File: src/rtl/arcade_input_mapper.sv
// PS/2 key decoder merged with per-player joystick words into registered button vectors,
// with coin pulse stretching and optional SOCD cleaning. Autofire: ARCADE_INPUT_AUTOFIRE_EN.
module arcade_input_mapper #(
    parameter int unsigned NUM_PLAYERS = 2,
    parameter logic [23:0] COIN_PULSE  = 24'd480000,
    parameter int unsigned SOCD_MODE   = 0
`ifdef ARCADE_INPUT_AUTOFIRE_EN
    ,
    parameter logic [19:0] AUTOFIRE_DIV = 20'd400000
`endif
) (
    input  logic                     clk_sys,
    input  logic                     reset,
    input  logic [10:0]              ps2_key,
`ifdef ARCADE_INPUT_AUTOFIRE_EN
    input  logic [NUM_PLAYERS-1:0]   autofire_sel,
`endif
    input  logic [NUM_PLAYERS*16-1:0] joy_in,
    output logic [NUM_PLAYERS*8-1:0] btn_out,
    output logic                     key_event
);

    localparam int unsigned NUM_KEYS = 19;

    localparam int unsigned K0_UP    = 0;
    localparam int unsigned K0_DOWN  = 1;
    localparam int unsigned K0_LEFT  = 2;
    localparam int unsigned K0_RIGHT = 3;
    localparam int unsigned K0_CTRL  = 4;
    localparam int unsigned K0_SPACE = 5;
    localparam int unsigned K0_ALT   = 6;
    localparam int unsigned K0_ONE   = 7;
    localparam int unsigned K0_F1    = 8;
    localparam int unsigned K0_FIVE  = 9;
    localparam int unsigned K1_UP    = 10;
    localparam int unsigned K1_LEFT  = 11;
    localparam int unsigned K1_DOWN  = 12;
    localparam int unsigned K1_RIGHT = 13;
    localparam int unsigned K1_FIRE1 = 14;
    localparam int unsigned K1_FIRE2 = 15;
    localparam int unsigned K1_TWO   = 16;
    localparam int unsigned K1_F2    = 17;
    localparam int unsigned K1_SIX   = 18;

    logic                toggle_q;
    logic [NUM_KEYS-1:0] keys_q;
    logic [NUM_KEYS-1:0] key_hit_c;
    logic                event_c;
    logic [7:0]          kbd_c [2];
    logic                unused_c;

    assign event_c  = ps2_key[10] ^ toggle_q;
    assign unused_c = ^{ps2_key[8], joy_in};

    // Scancode to key-register decode; the extended bit is deliberately ignored.
    always_comb begin
        key_hit_c = '0;
        case (ps2_key[7:0])
            8'h75: key_hit_c[K0_UP]    = 1'b1;
            8'h72: key_hit_c[K0_DOWN]  = 1'b1;
            8'h6B: key_hit_c[K0_LEFT]  = 1'b1;
            8'h74: key_hit_c[K0_RIGHT] = 1'b1;
            8'h14: key_hit_c[K0_CTRL]  = 1'b1;
            8'h29: key_hit_c[K0_SPACE] = 1'b1;
            8'h11: key_hit_c[K0_ALT]   = 1'b1;
            8'h16: key_hit_c[K0_ONE]   = 1'b1;
            8'h05: key_hit_c[K0_F1]    = 1'b1;
            8'h2E: key_hit_c[K0_FIVE]  = 1'b1;
            8'h1D: key_hit_c[K1_UP]    = 1'b1;
            8'h1C: key_hit_c[K1_LEFT]  = 1'b1;
            8'h1B: key_hit_c[K1_DOWN]  = 1'b1;
            8'h23: key_hit_c[K1_RIGHT] = 1'b1;
            8'h15: key_hit_c[K1_FIRE1] = 1'b1;
            8'h24: key_hit_c[K1_FIRE2] = 1'b1;
            8'h1E: key_hit_c[K1_TWO]   = 1'b1;
            8'h06: key_hit_c[K1_F2]    = 1'b1;
            8'h36: key_hit_c[K1_SIX]   = 1'b1;
            default: key_hit_c = '0;
        endcase
    end

    always_ff @(posedge clk_sys) begin
        if (reset) begin
            toggle_q  <= 1'b0;
            keys_q    <= '0;
            key_event <= 1'b0;
        end else begin
            toggle_q  <= ps2_key[10];
            key_event <= event_c & (|key_hit_c);
            if (event_c) begin
                keys_q <= (keys_q & ~key_hit_c) | (key_hit_c & {NUM_KEYS{ps2_key[9]}});
            end
        end
    end

    // Buttons are the OR of their keys: {coin, start, fire2, fire1, up, down, left, right}.
    assign kbd_c[0] = {keys_q[K0_FIVE], keys_q[K0_ONE] | keys_q[K0_F1], keys_q[K0_ALT],
                       keys_q[K0_CTRL] | keys_q[K0_SPACE], keys_q[K0_UP], keys_q[K0_DOWN],
                       keys_q[K0_LEFT], keys_q[K0_RIGHT]};
    assign kbd_c[1] = {keys_q[K1_SIX], keys_q[K1_TWO] | keys_q[K1_F2], keys_q[K1_FIRE2],
                       keys_q[K1_FIRE1], keys_q[K1_UP], keys_q[K1_DOWN],
                       keys_q[K1_LEFT], keys_q[K1_RIGHT]};

`ifdef ARCADE_INPUT_AUTOFIRE_EN
    logic [19:0] af_cnt_q;
    logic        af_phase;

    always_ff @(posedge clk_sys) begin
        if (reset) begin
            af_cnt_q <= '0;
            af_phase <= 1'b0;
        end else if (af_cnt_q >= AUTOFIRE_DIV - 20'd1) begin
            af_cnt_q <= '0;
            af_phase <= ~af_phase;
        end else begin
            af_cnt_q <= af_cnt_q + 20'd1;
        end
    end
`endif

    for (genvar p = 0; p < NUM_PLAYERS; p++) begin : g_player
        logic [7:0]  raw_c;
        logic [7:0]  clean_c;
        logic [7:0]  btn_q;
        logic [23:0] coin_cnt_q;
        logic        coin_prev_q;
        logic        coin_fire_c;
        logic        coin_c;

        if (p < 2) begin : g_kbd
            assign raw_c = kbd_c[p] | joy_in[p*16 +: 8];
        end else begin : g_joy
            assign raw_c = joy_in[p*16 +: 8];
        end

        always_comb begin
            clean_c = raw_c;
            if (SOCD_MODE == 1) begin
                if (raw_c[0] & raw_c[1]) clean_c[1:0] = 2'b00;
                if (raw_c[2] & raw_c[3]) clean_c[3:2] = 2'b00;
            end
`ifdef ARCADE_INPUT_AUTOFIRE_EN
            if (autofire_sel[p]) clean_c[4] = raw_c[4] & af_phase;
`endif
        end

        // Busy covers the final pulse cycle too, so a re-press there cannot extend it.
        assign coin_fire_c = raw_c[7] & ~coin_prev_q & (coin_cnt_q == 24'd0) & ~btn_q[7];
        assign coin_c      = coin_fire_c | (coin_cnt_q != 24'd0);

        always_ff @(posedge clk_sys) begin
            if (reset) begin
                coin_cnt_q  <= '0;
                coin_prev_q <= 1'b0;
                btn_q       <= '0;
            end else begin
                coin_prev_q <= raw_c[7];
                btn_q       <= {coin_c, clean_c[6:0]};
                if (coin_fire_c) begin
                    coin_cnt_q <= COIN_PULSE - 24'd1;
                end else if (coin_cnt_q != 24'd0) begin
                    coin_cnt_q <= coin_cnt_q - 24'd1;
                end
            end
        end

        assign btn_out[p*8 +: 8] = btn_q;
    end

endmodule
File: config.mk
export PLATFORM = sky130hd
export DESIGN_NAME = arcade_input_mapper
export DESIGN_NICKNAME = d
export VERILOG_FILES = /design/src/rtl/arcade_input_mapper.sv
export SDC_FILE = /design/constraint.sdc
export NUM_CORES = 1
export LEC_CHECK = 0
export BUFFER_PORTS_ARGS = -buffer_cell sky130_fd_sc_hd__buf_2
export CORE_MARGIN = 2
export CORE_UTILIZATION = 50
export DETAILED_ROUTE_END_ITERATION = 7
export HOLD_SLACK_MARGIN = 0.15
export PLACE_DENSITY = 0.71
export SLEW_MARGIN = 10
export SYNTH_ARGS = -nofsm -noshare
export SYNTH_HDL_FRONTEND = slang
export SYNTH_SLANG_ARGS = --single-unit
File: constraint.sdc
create_clock -name clk_sys -period 3.2 [get_ports clk_sys]
set_clock_uncertainty 0.15 [all_clocks]
set_input_delay 0.8 -clock clk_sys [delete_from_list [all_inputs] [get_ports clk_sys]]
set_output_delay 0.8 -clock clk_sys [all_outputs]
set_load 0.03 [all_outputs]
==> impl_results.md, run 1 <==
- Final Routed Wirelength: 9.36 mm
- Final estimated routing congestion in global placement: approximately 0.86
- TritonCTS clock tree: built
- Antenna violations before repair: 0
- Routed vias: 3724
- Worst EP arrival: 2.79 ns
- CORE AREA: 0.00818 mm^2
- Met3 Routed Length: 297 um
- F_max: 0.376 GHz
- Leading post-synthesis cells by cell area: dfxtp_1 41%, nor2_1 7.3%, mux2i_1 4.0%, a211oi_1 3.4%, a21oi_1 3.1%
- Horizontal extent of the die: 95.8 um
- Number of buffers added by the clock tree synthesis step: 9
- Number of top-level pins: 62
- Number of flops mapped to enable cells by yosys: 0
- Reported max-cap violation count: 0
- Post-detailed-route via-to-cell ratio: 5.83
- Clock network latency to the later pin of the worst-skew pair: between 0.3 and 0.4 ns
- Fraction of synthesized cell area in xor and xnor cells: ~2.3%
- Post-route ant nets: 0
- Count of state elements after synthesis: 87
- Number of instances in the synthesized netlist: 491
- Cell Rows: 33
- Post-detail-place hpwl: 6.55 mm
- H-tree lvl count: 3
- Wire length on met2: 4.39 mm
- Max Root-Sink Buffers: 2
- Clock-pin slew on the worst setup and hold paths: ~0.09 ns
- Post-cts resize count: 0
- Final WS setup: 0.539 ns
- Growth of design area from synthesis to finish: 11.2%
- Post-route clock period utilization: 83.2%
- Antenna diodes: 0
- Cell accounting for the most synthesized area: dfxtp_1
- Element type at the critical path end: flop
- Initial Util: 51.5%
- RSZ-0062 raised after global routing: no
- Main flop type after synthesis: dfxtp_1
- Share of cell area taken by muxes after synthesis: 4.31%
- Post-synthesis instance area: around 0.0042 mm^2
- Start-to-end type of the worst setup path: flop to flop
- VDD IR-drop max: 0.000590 V
- Congestion Overflow GR: 0
- Number of distinct library cells after synthesis: a little over 60
- Final number of hold-violating endpoints: 0
- Total placed cells including tap cells: 623
- Type of origin of the critical path: flop
- Max transition margin: 41.4%
- Top-count cell post-synth: dfxtp_1
- Number of failing setup endpoints in the final timing report: 0
- Transition time at the pin with the least slew margin: 0.872 ns
- Number of pins with negative max-slew slack in the final report: 0
- Combinational family with the most area after synthesis: simple AND/OR/NAND/NOR gates
- Shortest clock period the worst path allows after layout: 2.66 ns
- Post-synthesis adder-cell area fraction: between 1 and 1.5%
- Clock Sinks: just under 90
- Number of remaining DRC errors: 0
- Final routed wire length divided by cell count: 14.6 um
- Avg Cell Area, Syn: 8.58 um^2
- Post-CTS setup repair buffer count: 0
- Number of DRC violations after detailed-routing iteration 0: 140
- Overall global routing resource usage: 22.3%
- Highest fanout seen on the critical path: 7
- Core utilization of the finished layout: between 50% and 60%
- Sequential element share of the synthesized area: 41.4%
- Final layout net count: 578
- Worst hold path type: flop to flop
- Area fraction in and, or, nand and nor cells after synthesis: a little under a third
- Result of the run: complete, no violations
- Leak: 1.85 nW
- Pin count of the biggest net entering global routing: 46
- Area enclosed by the die boundary: 0.00917 mm^2
- Post-placement worst setup slack: 0.604 ns
- Most used standard cells in the synthesized netlist: 87 x dfxtp_1, 82 x nor2_1, 26 x a21oi_1
- Total negative setup slack: 0 ns
- First-pass GRT wire length: ~16 mm
- Number of global-route vias before repair: 3562
- Highest metal layer with signal wires: met4
- Clk Tree Root Cell: clkbuf_8
- Data required time at the worst endpoint: 3.33 ns
- Die Height: 95.8 um
- CTS Hold Buffers Added: 0
- Power density over the cells: 976 mW/mm^2
- Share of final-layout standard cells stronger than drive strength 1: 17.0%
- Wire length the detailed router placed on met1: 4.58 mm
- Port Buffer Count: 44
- Final Instance Count excl. Fillers: 639
- Length of the first detailed-routing pass in iterations: 4
- Fraction of post-synthesis cell area in the top cell type by area: 41.4%
- Fraction of synthesis flops using an asynchronous set or reset pin: 0%
- Synthesized net count: 540
- Area fraction in compound gates after synthesis: 16.8%
- Number of warnings reported in the yosys synthesis log: 0
## power by group
group / switching [mW] / internal [mW]
combinational: 1.35 / 0.919
clock: 0.420 / 0.291
sequential: 0.255 / 1.34
total: 2.02 / 2.55
## final timing paths
check / cells past startpoint / start / slack (ns) / endpoint
setup / recovery: 7 / g_player[0].coin_cnt_q[0] / 0.54 / g_player[0].coin_cnt_q[7]
hold / removal: 2 / g_player[0].coin_cnt_q[15] / 0.32 / g_player[0].coin_cnt_q[15]
setup reg to reg: 7 / g_player[0].coin_cnt_q[0] / 0.54 / g_player[0].coin_cnt_q[7]
hold reg to reg: 2 / g_player[0].coin_cnt_q[15] / 0.32 / g_player[0].coin_cnt_q[15]
## per-layer routing
metal	vias to the layer above	track usage [%]
met5	-	0
met4	0	6.43
met3	7	4.31
met2	61	36.0
met1	1774	30.4
li1	1882	-
## worst max-delay path: stages (launching register included)
cell and delay, ns:
dfxtp_1 0.35, inv_1 0.14, ha_1 0.19, or4b_2 0.63, nor2_2 0.26, and4_1 0.41
nand2_1 0.25, a31oi_1 0.21
## cells in the final DEF, fill, tap and decap left out, types with 4 or more instances in the layout
cell type,n
xor2_1,6
a31oi_1,8
nor2_1,82
nand3_1,14
xnor2_1,5
o21a_1,4
nand2_1,21
nor2b_1,6
ha_1,4
buf_4,7
or4_1,12
mux2i_1,17
or3_1,15
nand4_1,10
nor4_1,8
a21oi_1,26
inv_1,10
o21ai_0,7
o41ai_1,4
or2_2,8
nor3_1,23
a211oi_1,19
dfxtp_1,87
nor4_2,4
clkbuf_8,9
buf_2,44
o31ai_1,8
nand2b_1,5
and3_1,5
## kinds of logic after synthesis
family | Yosys count
DFF | 87
xor gates and xnor gates | 11
muxes | 18
and+or+nand+nor | 237
buffers and inverters | 34
AOI/OAI and AO/OA | 100
adders and majority gates | 4
## layout make-up
cell class              count  area, um^2
fillers                   775        3490
multi-input cells         370        2320
flip-flops and latches     87        1740
repair buffers             51         273
well taps                 105         131
clock buffers               9         124
clock inverters             7        53.8
inverters                  10        37.5
## through the flow
| step | total power, mW | area [um^2] | hold slack, ns |
|---|---|---|---|
| after global placement | 3.78 | 4510 | 0.298 |
| after CTS | 4.58 | 4680 | 0.318 |
| final | 4.57 | 4680 | 0.316 |
| after detailed placement | 3.85 | 4510 | 0.302 |
| after floorplan | 3.41 | 4210 | 0.282 |
| after global routing | 4.97 | 4680 | 0.341 |
Note: power is estimated with default switching activity, not from simulation.
==> run 2, diff against run 1 <==
--- a/config.mk
+++ b/config.mk
@@ -10,7 +10,7 @@
 export CORE_UTILIZATION = 50
 export DETAILED_ROUTE_END_ITERATION = 7
 export HOLD_SLACK_MARGIN = 0.15
-export PLACE_DENSITY = 0.71
+export PLACE_DENSITY = 0.74
 export SLEW_MARGIN = 10
 export SYNTH_ARGS = -nofsm -noshare
 export SYNTH_HDL_FRONTEND = slang
==> constraint.sdc (replaced) <==
create_clock -name clk_sys -period 2.3 [get_ports clk_sys]
set_clock_uncertainty 0.15 [all_clocks]
set_input_delay 0.575 -clock clk_sys [delete_from_list [all_inputs] [get_ports clk_sys]]
set_output_delay 0.575 -clock clk_sys [all_outputs]
set_load 0.03 [all_outputs]
==> run 2 against run 1 <==
Count of clock-buffer cells in the layout unchanged; via count up 7.8%; total power grew 71%; largest cell class unchanged; largest power group unchanged.
==> impl_results.md, run 2 (same netlist as run 1, synthesis figures left out) <==
- Die Height: 95.8 um (unchanged)
- Startpoint of the worst hold path: joy_in[16]
- VDD IR-drop max: 0.000754 V (+28%)
- Post-placement worst setup slack: -0.0274 ns (-0.631 ns)
- Growth of design area from synthesis to finish: 25.0%
- Port Buffer Count: 44 (unchanged)
- Critical path's slowest cell: or4_4
- Clock network latency to the later pin of the worst-skew pair: 0.35 ns (about the same)
- Number of DRC violations after detailed-routing iteration 0: 172 (+23%)
- Logic gate share of total power: 55.8% (+6.3 points)
- CORE AREA: 0.00818 mm^2 (unchanged)
- TritonCTS clock tree: built
- Horizontal extent of the die: 95.8 um (unchanged)
- Sequential group share of total power: 28.7% (-6.2 points)
- Max Root-Sink Buffers: 2 (unchanged)
- Final Routed Wirelength: 10.5 mm (+13%)
- Routed vias: 4015 (+7.8%)
- Length of the first detailed-routing pass in iterations: 5 (+1)
- Number of buffers added by the clock tree synthesis step: 9 (unchanged)
- Reported max-cap violation count: 0 (unchanged)
- Final WS setup: 0.0212 ns (-0.518 ns)
- Transition time at the pin with the least slew margin: 0.677 ns (-0.195 ns)
- Leak: 2.13 nW (+15%)
- Max transition margin: 54.5% (+13 points)
- Clk Tree Root Cell: clkbuf_8
- Post-route clock period utilization: 99.1% (+16 points)
- Pin count of the biggest net entering global routing: 27 (-41%)
- Initial Util: 51.5% (unchanged)
- Clock-pin slew on the worst setup and hold paths: 0.10 ns (about the same)
- Clock network power share: 15.5% (about the same)
- Number of top-level pins: 62 (unchanged)
- Final estimated routing congestion in global placement: 0.900 (+4.1%)
- Delay of the slowest cell on the worst path: 0.54 ns (-0.09 ns)
- Number of remaining DRC errors: 0 (unchanged)
- Post-route ant nets: 0 (unchanged)
- Origin of the critical flop-to-flop path: g_player[0].coin_cnt_q[15]
- Final number of hold-violating endpoints: 0 (unchanged)
- Net Sw Power: 3.22 mW (+60%)
- Congestion Overflow GR: 0 (unchanged)
- Final layout net count: 627 (+8.5%)
- F_max: 0.439 GHz (+17%)
- Cell-by-cell listing of the critical path: or4_4, buf_6, nor4_4, buf_4, and3_2, nor2_1, a211oi_2
- Net Sw Frac: 41.2% (-3.0 points)
- Number of failing setup endpoints in the final timing report: 0 (unchanged)
- Start-to-end type of the worst setup path: flop to flop
- H-tree lvl count: 3 (unchanged)
- Area enclosed by the die boundary: 0.00917 mm^2 (unchanged)
- Result of the run: complete, no violations
- Internal portion of total power: 4.60 mW (+80%)
- Power density over the cells: 1490 mW/mm^2 (+52%)
- Highest fanout seen on the critical path: 5 (-2)
- Antenna violations before repair: 0 (unchanged)
- Share of final-layout standard cells stronger than drive strength 1: 28.5% (+11 points)
- Number of global-route vias before repair: 3704 (+4.0%)
- Most common cell after layout, fill and taps aside: dfxtp_1
- Element type at the critical path end: flop
- Overall global routing resource usage: 23.2% (+0.90 points)
- Worst hold path type: input pin to flop
- Type of origin of the critical path: flop
- Shortest clock period the worst path allows after layout: 2.28 ns (-0.382 ns)
- Most frequent cells in the layout: 81 x dfxtp_1, 80 x nor2_1, 52 x buf_4, 44 x buf_2, 25 x a21oi_1
- RSZ-0062 raised after global routing: yes
- Total negative setup slack: 0 ns (unchanged)
- Cell Rows: 33 (unchanged)
- Number of pins with negative max-slew slack in the final report: 0 (unchanged)
- Worst EP arrival: 2.40 ns (-0.39 ns)
- Min Hold Slack: 0.269 ns (-0.0476 ns)
- Clock Sinks: 87 (unchanged)
- Antenna diodes: 0 (unchanged)
- Final routed wire length divided by cell count: 15.3 um (+4.5%)
- Start point of the critical path: g_player[0].coin_cnt_q[15]
- Post-detail-place hpwl: 7.32 mm (+12%)
- Post-detailed-route via-to-cell ratio: 5.84 (+0.14%)
- First-pass GRT wire length: 16.8 mm (+2.7%)
- Data required time at the worst endpoint: 2.43 ns (-0.90 ns)
==> run 2: timing repair <==
action | CTS | global route
hold buffers | 0 | 0
endpoints found under the hold margin | 0 | 0
pin swaps | 0 | 14
buffers inserted | 0 | 7
gates resized for setup | 4 | 33
endpoints found under the setup margin | 12 | 43
==> run 2: through the flow <==
stage / util [%] / power (mW) / cell area [um^2] / std cells
2_1_floorplan: - / 4.75 / 4220 / 491
3_3_place_gp: 59.1 / 5.89 / 4830 / 666
3_5_place_dp: 59.1 / 6.04 / 4830 / 666
4_1_cts: 62.1 / 7.30 / 5080 / 682
5_1_grt: 64.4 / 8.35 / 5270 / 688
6_report: 64.4 / 7.82 / 5270 / 688
==> run 2: routing by layer <==
layer  wire length, um  share of wire [%]  vias up  GRT usage [%]
li1                  -                  -     1984              -
met1              4760                 45     1904           30.2
met2              5140                 49      105           38.4
met3               420                4.0       22           3.99
met4               205                1.9        0           8.93
met5                 0                  0        -              0
==> run 2: worst max-delay path, delay by kind of cell, from the launching register on <==
| kind | cells | cell delay (ns) |
|---|---|---|
| AOI/OAI and AO/OA | 1 | 0.21 |
| buffers and inverters | 2 | 0.31 |
| and+or+nand+nor | 4 | 1.19 |
| DFF | 1 | 0.34 |
==> run 2: power by group through the flow <==
stage,logic (mW),registers [mW],clock network [mW]
6_report,4.36,2.25,1.21
5_1_grt,4.77,2.30,1.28
4_1_cts,3.87,2.21,1.23
3_5_place_dp,3.80,2.24,0
3_3_place_gp,3.68,2.21,0
2_1_floorplan,2.55,2.20,0
==> run 2: worst paths after layout <==
check	to	slack, ns	depth (start not counted)
worst max-delay path	g_player[0].coin_cnt_q[0]	0.02	7
worst min-delay path	g_player[1].btn_q[0]	0.27	3
worst max register to register	g_player[0].coin_cnt_q[0]	0.02	7
worst min register to register	g_player[1].coin_cnt_q[0]	0.32	1
==> run 2: final cells by class <==
type,count,area (um^2)
Sequential cell,87,1750
Tap cell,105,131
Fill cell,690,2910
Timing Repair Buffer,100,664
Multi-Input combinational cell,370,2450
Inverter,10,37.5
Clock inverter,7,104
Clock buffer,9,124
==> run 3, diff against run 2 <==
--- a/config.mk
+++ b/config.mk
@@ -10,7 +10,7 @@
 export CORE_UTILIZATION = 50
 export DETAILED_ROUTE_END_ITERATION = 7
 export HOLD_SLACK_MARGIN = 0.15
-export PLACE_DENSITY = 0.74
+export PLACE_DENSITY = 0.86
 export SLEW_MARGIN = 10
 export SYNTH_ARGS = -nofsm -noshare
 export SYNTH_HDL_FRONTEND = slang
==> run 3 against run 2 <==
The run now ends with negative setup slack left; worst setup slack got worse by 0.039 ns; die area did not move; total power rose by 0.10%; non-clock buffer count fell by 11; global-route usage rose by 0.51 points; sequential cell count did not move; sequential power barely moved; utilization fell by 0.58 points; count of clock-buffer cells in the layout rose by 2; combinational power barely moved.
==> impl_results.md, run 3 (same netlist as run 1, synthesis figures left out) <==
- Number of failing setup endpoints in the final timing report: 5 (+5)
- Post-route clock period utilization: 101% (+1.7 points)
- Data required time at the worst endpoint: 2.37 ns (-0.06 ns)
- Leak: 2.08 nW (-2.3%)
- Min Hold Slack: 0.264 ns (-0.00493 ns)
- TritonCTS clock tree: built
- Pwr Total: 7.83 mW (+0.10%)
- VDD IR-drop max: 0.000898 V (+19%)
- Post-placement worst setup slack: -0.132 ns (-0.105 ns)
- Pin count of the biggest net entering global routing: 43 (+59%)
- CORE AREA: 0.00818 mm^2 (unchanged)
- Final routed wire length divided by cell count: 16.5 um (+8.1%)
- CTS Hold Buffers Added: 0 (unchanged)
- Worst hold path type: input pin to flop
- Clk Tree Root Cell: clkbuf_8
- First-pass GRT wire length: 17.3 mm (+2.9%)
- Transition time at the pin with the least slew margin: 0.812 ns (+0.135 ns)
- Number of DRC violations after detailed-routing iteration 0: 258 (+50%)
- Final number of hold-violating endpoints: 0 (unchanged)
- Type of origin of the critical path: flop
- Port Buffer Count: 44 (unchanged)
- Final Routed Wirelength: 11.2 mm (+6.5%)
- Hold Path Stages: 3 (unchanged)
- Number of global-route vias before repair: 3828 (+3.3%)
- Number of pins with negative max-slew slack in the final report: 0 (unchanged)
- Antenna violations before repair: 0 (unchanged)
- Max Root-Sink Buffers: 2 (unchanged)
- Element type at the critical path end: flop
- Non-Filler Cell Area, Final: 0.00522 mm^2 (-0.90%)
- RSZ-0062 raised after global routing: yes
- Number of buffers added by the clock tree synthesis step: 9 (unchanged)
- Origin of the critical flop-to-flop path: g_player[0].coin_cnt_q[14]
- Clock Sinks: 87 (unchanged)
- Worst setup slack for register-to-register paths: -0.02 ns (-0.04 ns)
- Clock-pin slew on the worst setup and hold paths: 0.09 ns (about the same)
- H-tree lvl count: 3 (unchanged)
- Initial Util: 51.5% (unchanged)
- Startpoint of the worst hold path: joy_in[5]
- Delay of the slowest cell on the worst path: 0.52 ns (-0.02 ns)
- Clock network latency to the later pin of the worst-skew pair: 0.36 ns (about the same)
- F_max: 0.431 GHz (-1.7%)
- Shortest clock period the worst path allows after layout: 2.32 ns (+0.0393 ns)
- Start-to-end type of the worst setup path: flop to flop
- Share of final-layout standard cells stronger than drive strength 1: 28.4% (about the same)
- Congestion Overflow GR: 0 (unchanged)
- Number of remaining DRC errors: 0 (unchanged)
- Violations in the final reports: negative setup slack
- Post-route ant nets: 0 (unchanged)
- Reported max-cap violation count: 0 (unchanged)
- Endpoint of the worst hold path: g_player[0].btn_q[5]
- Horizontal extent of the die: 95.8 um (unchanged)
- Number of top-level pins: 62 (unchanged)
- Post-detail-place hpwl: 7.37 mm (+0.61%)
- Final WS setup: -0.0182 ns (-0.0393 ns)
- Growth of design area from synthesis to finish: 23.9%
- Most frequent cells in the layout: 83 x dfxtp_1, 78 x nor2_1, 44 x buf_2, 43 x buf_4, 22 x nor3_1
- Most common cell after layout, fill and taps aside: dfxtp_1
- Total negative setup slack: -0.0492 ns (-0.0492 ns)
- Critical path's slowest cell: or4_4
- Fill count: 612 (-11%)
- Power density over the cells: 1500 mW/mm^2 (+1.0%)
- Max transition margin: 45.5% (-9.1 points)
- Die Height: 95.8 um (unchanged)
- Final layout net count: 617 (-1.6%)
- Cell Rows: 33 (unchanged)
- Result of the run: complete, but fails checks
- Capture point of the worst reg-to-reg path: g_player[0].coin_cnt_q[1]
- Overall global routing resource usage: 23.7% (+0.51 points)
- Highest fanout seen on the critical path: 5 (unchanged)
- Final estimated routing congestion in global placement: 0.861 (-4.4%)
- Area after DPL: 0.00474 mm^2 (-1.9%)
- Length of the first detailed-routing pass in iterations: 5 (unchanged)
- Area enclosed by the die boundary: 0.00917 mm^2 (unchanged)
- R2R cell count: 7 (unchanged)
- Post-detailed-route via-to-cell ratio: 6.14 (+5.2%)
- Antenna diodes: 0 (unchanged)
- Routed vias: 4164 (+3.7%)
- Worst EP arrival: 2.39 ns (about the same)
- Cell-by-cell listing of the critical path: or4_4, buf_6, nor4_4, nand3_2, buf_4, nor3_1, a211oi_1
[run 3: worst max-delay path: cells and delay by family, from the launching register on]
| kind | cells | cell delay [ns] |
|---|---|---|
| AND/OR/NAND/NOR | 4 | 1.23 |
| AO/OA/AOI/OAI | 1 | 0.08 |
| flip-flops | 1 | 0.35 |
| buffers and inverters | 2 | 0.37 |
[run 3: per-stage QoR]
| stage | utilization [%] | cells |
|---|---|---|
| after floorplan | - | 491 |
| after global placement | 58.0 | 654 |
| final | 63.8 | 678 |
| after detailed placement | 58.0 | 654 |
| after CTS | 61.1 | 670 |
| after global routing | 63.8 | 678 |
[run 3: power breakdown]
group	leakage (nW)	switching, mW	internal (mW)
Clock	0.110	0.557	0.643
Sequential	0.715	0.380	1.87
Combinational	1.26	2.39	1.99
[run 3: layer usage]
metal	track usage [%]	wire length [um]	vias to the layer above
li1	-	-	1970
met1	28.4	4710	1973
met2	41.6	5520	176
met3	3.92	629	45
met4	10.6	348	0
met5	0	0	-
[run 3: repair_timing]
action                                  CTS  global route
gates resized for setup                   7            41
endpoints found under the setup margin   15            23
setup buffers                             0             6
pin swaps                                 0            16
gates cloned                              0             2
[run 3: cell type report]
class,count,area (um^2),share of cell area (%)
clock buffer,11,141,2.71
clock inverter,5,81.3,1.56
inverter,10,37.5,0.719
multi-input combinational,371,2510,48.1
sequential,87,1750,33.6
tap,105,131,2.52
timing repair buffer,89,566,10.8
[run 3: worst max path at each step]
stage | depth (start not counted) | start | slack (ns) | end
after floorplan | 8 | g_player[0].coin_cnt_q[0] | 0.008 | g_player[0].coin_cnt_q[23]
after CTS | 7 | g_player[1].coin_cnt_q[16] | 0.02 | g_player[1].coin_cnt_q[12]
after global placement | 7 | g_player[0].coin_cnt_q[0] | -0.01 | g_player[0].coin_cnt_q[8]
final | 7 | g_player[0].coin_cnt_q[14] | -0.02 | g_player[0].coin_cnt_q[1]
after global routing | 7 | g_player[0].coin_cnt_q[14] | -0.09 | g_player[0].coin_cnt_q[4]
after detailed placement | 7 | g_player[0].coin_cnt_q[0] | -0.13 | g_player[0].coin_cnt_q[20]
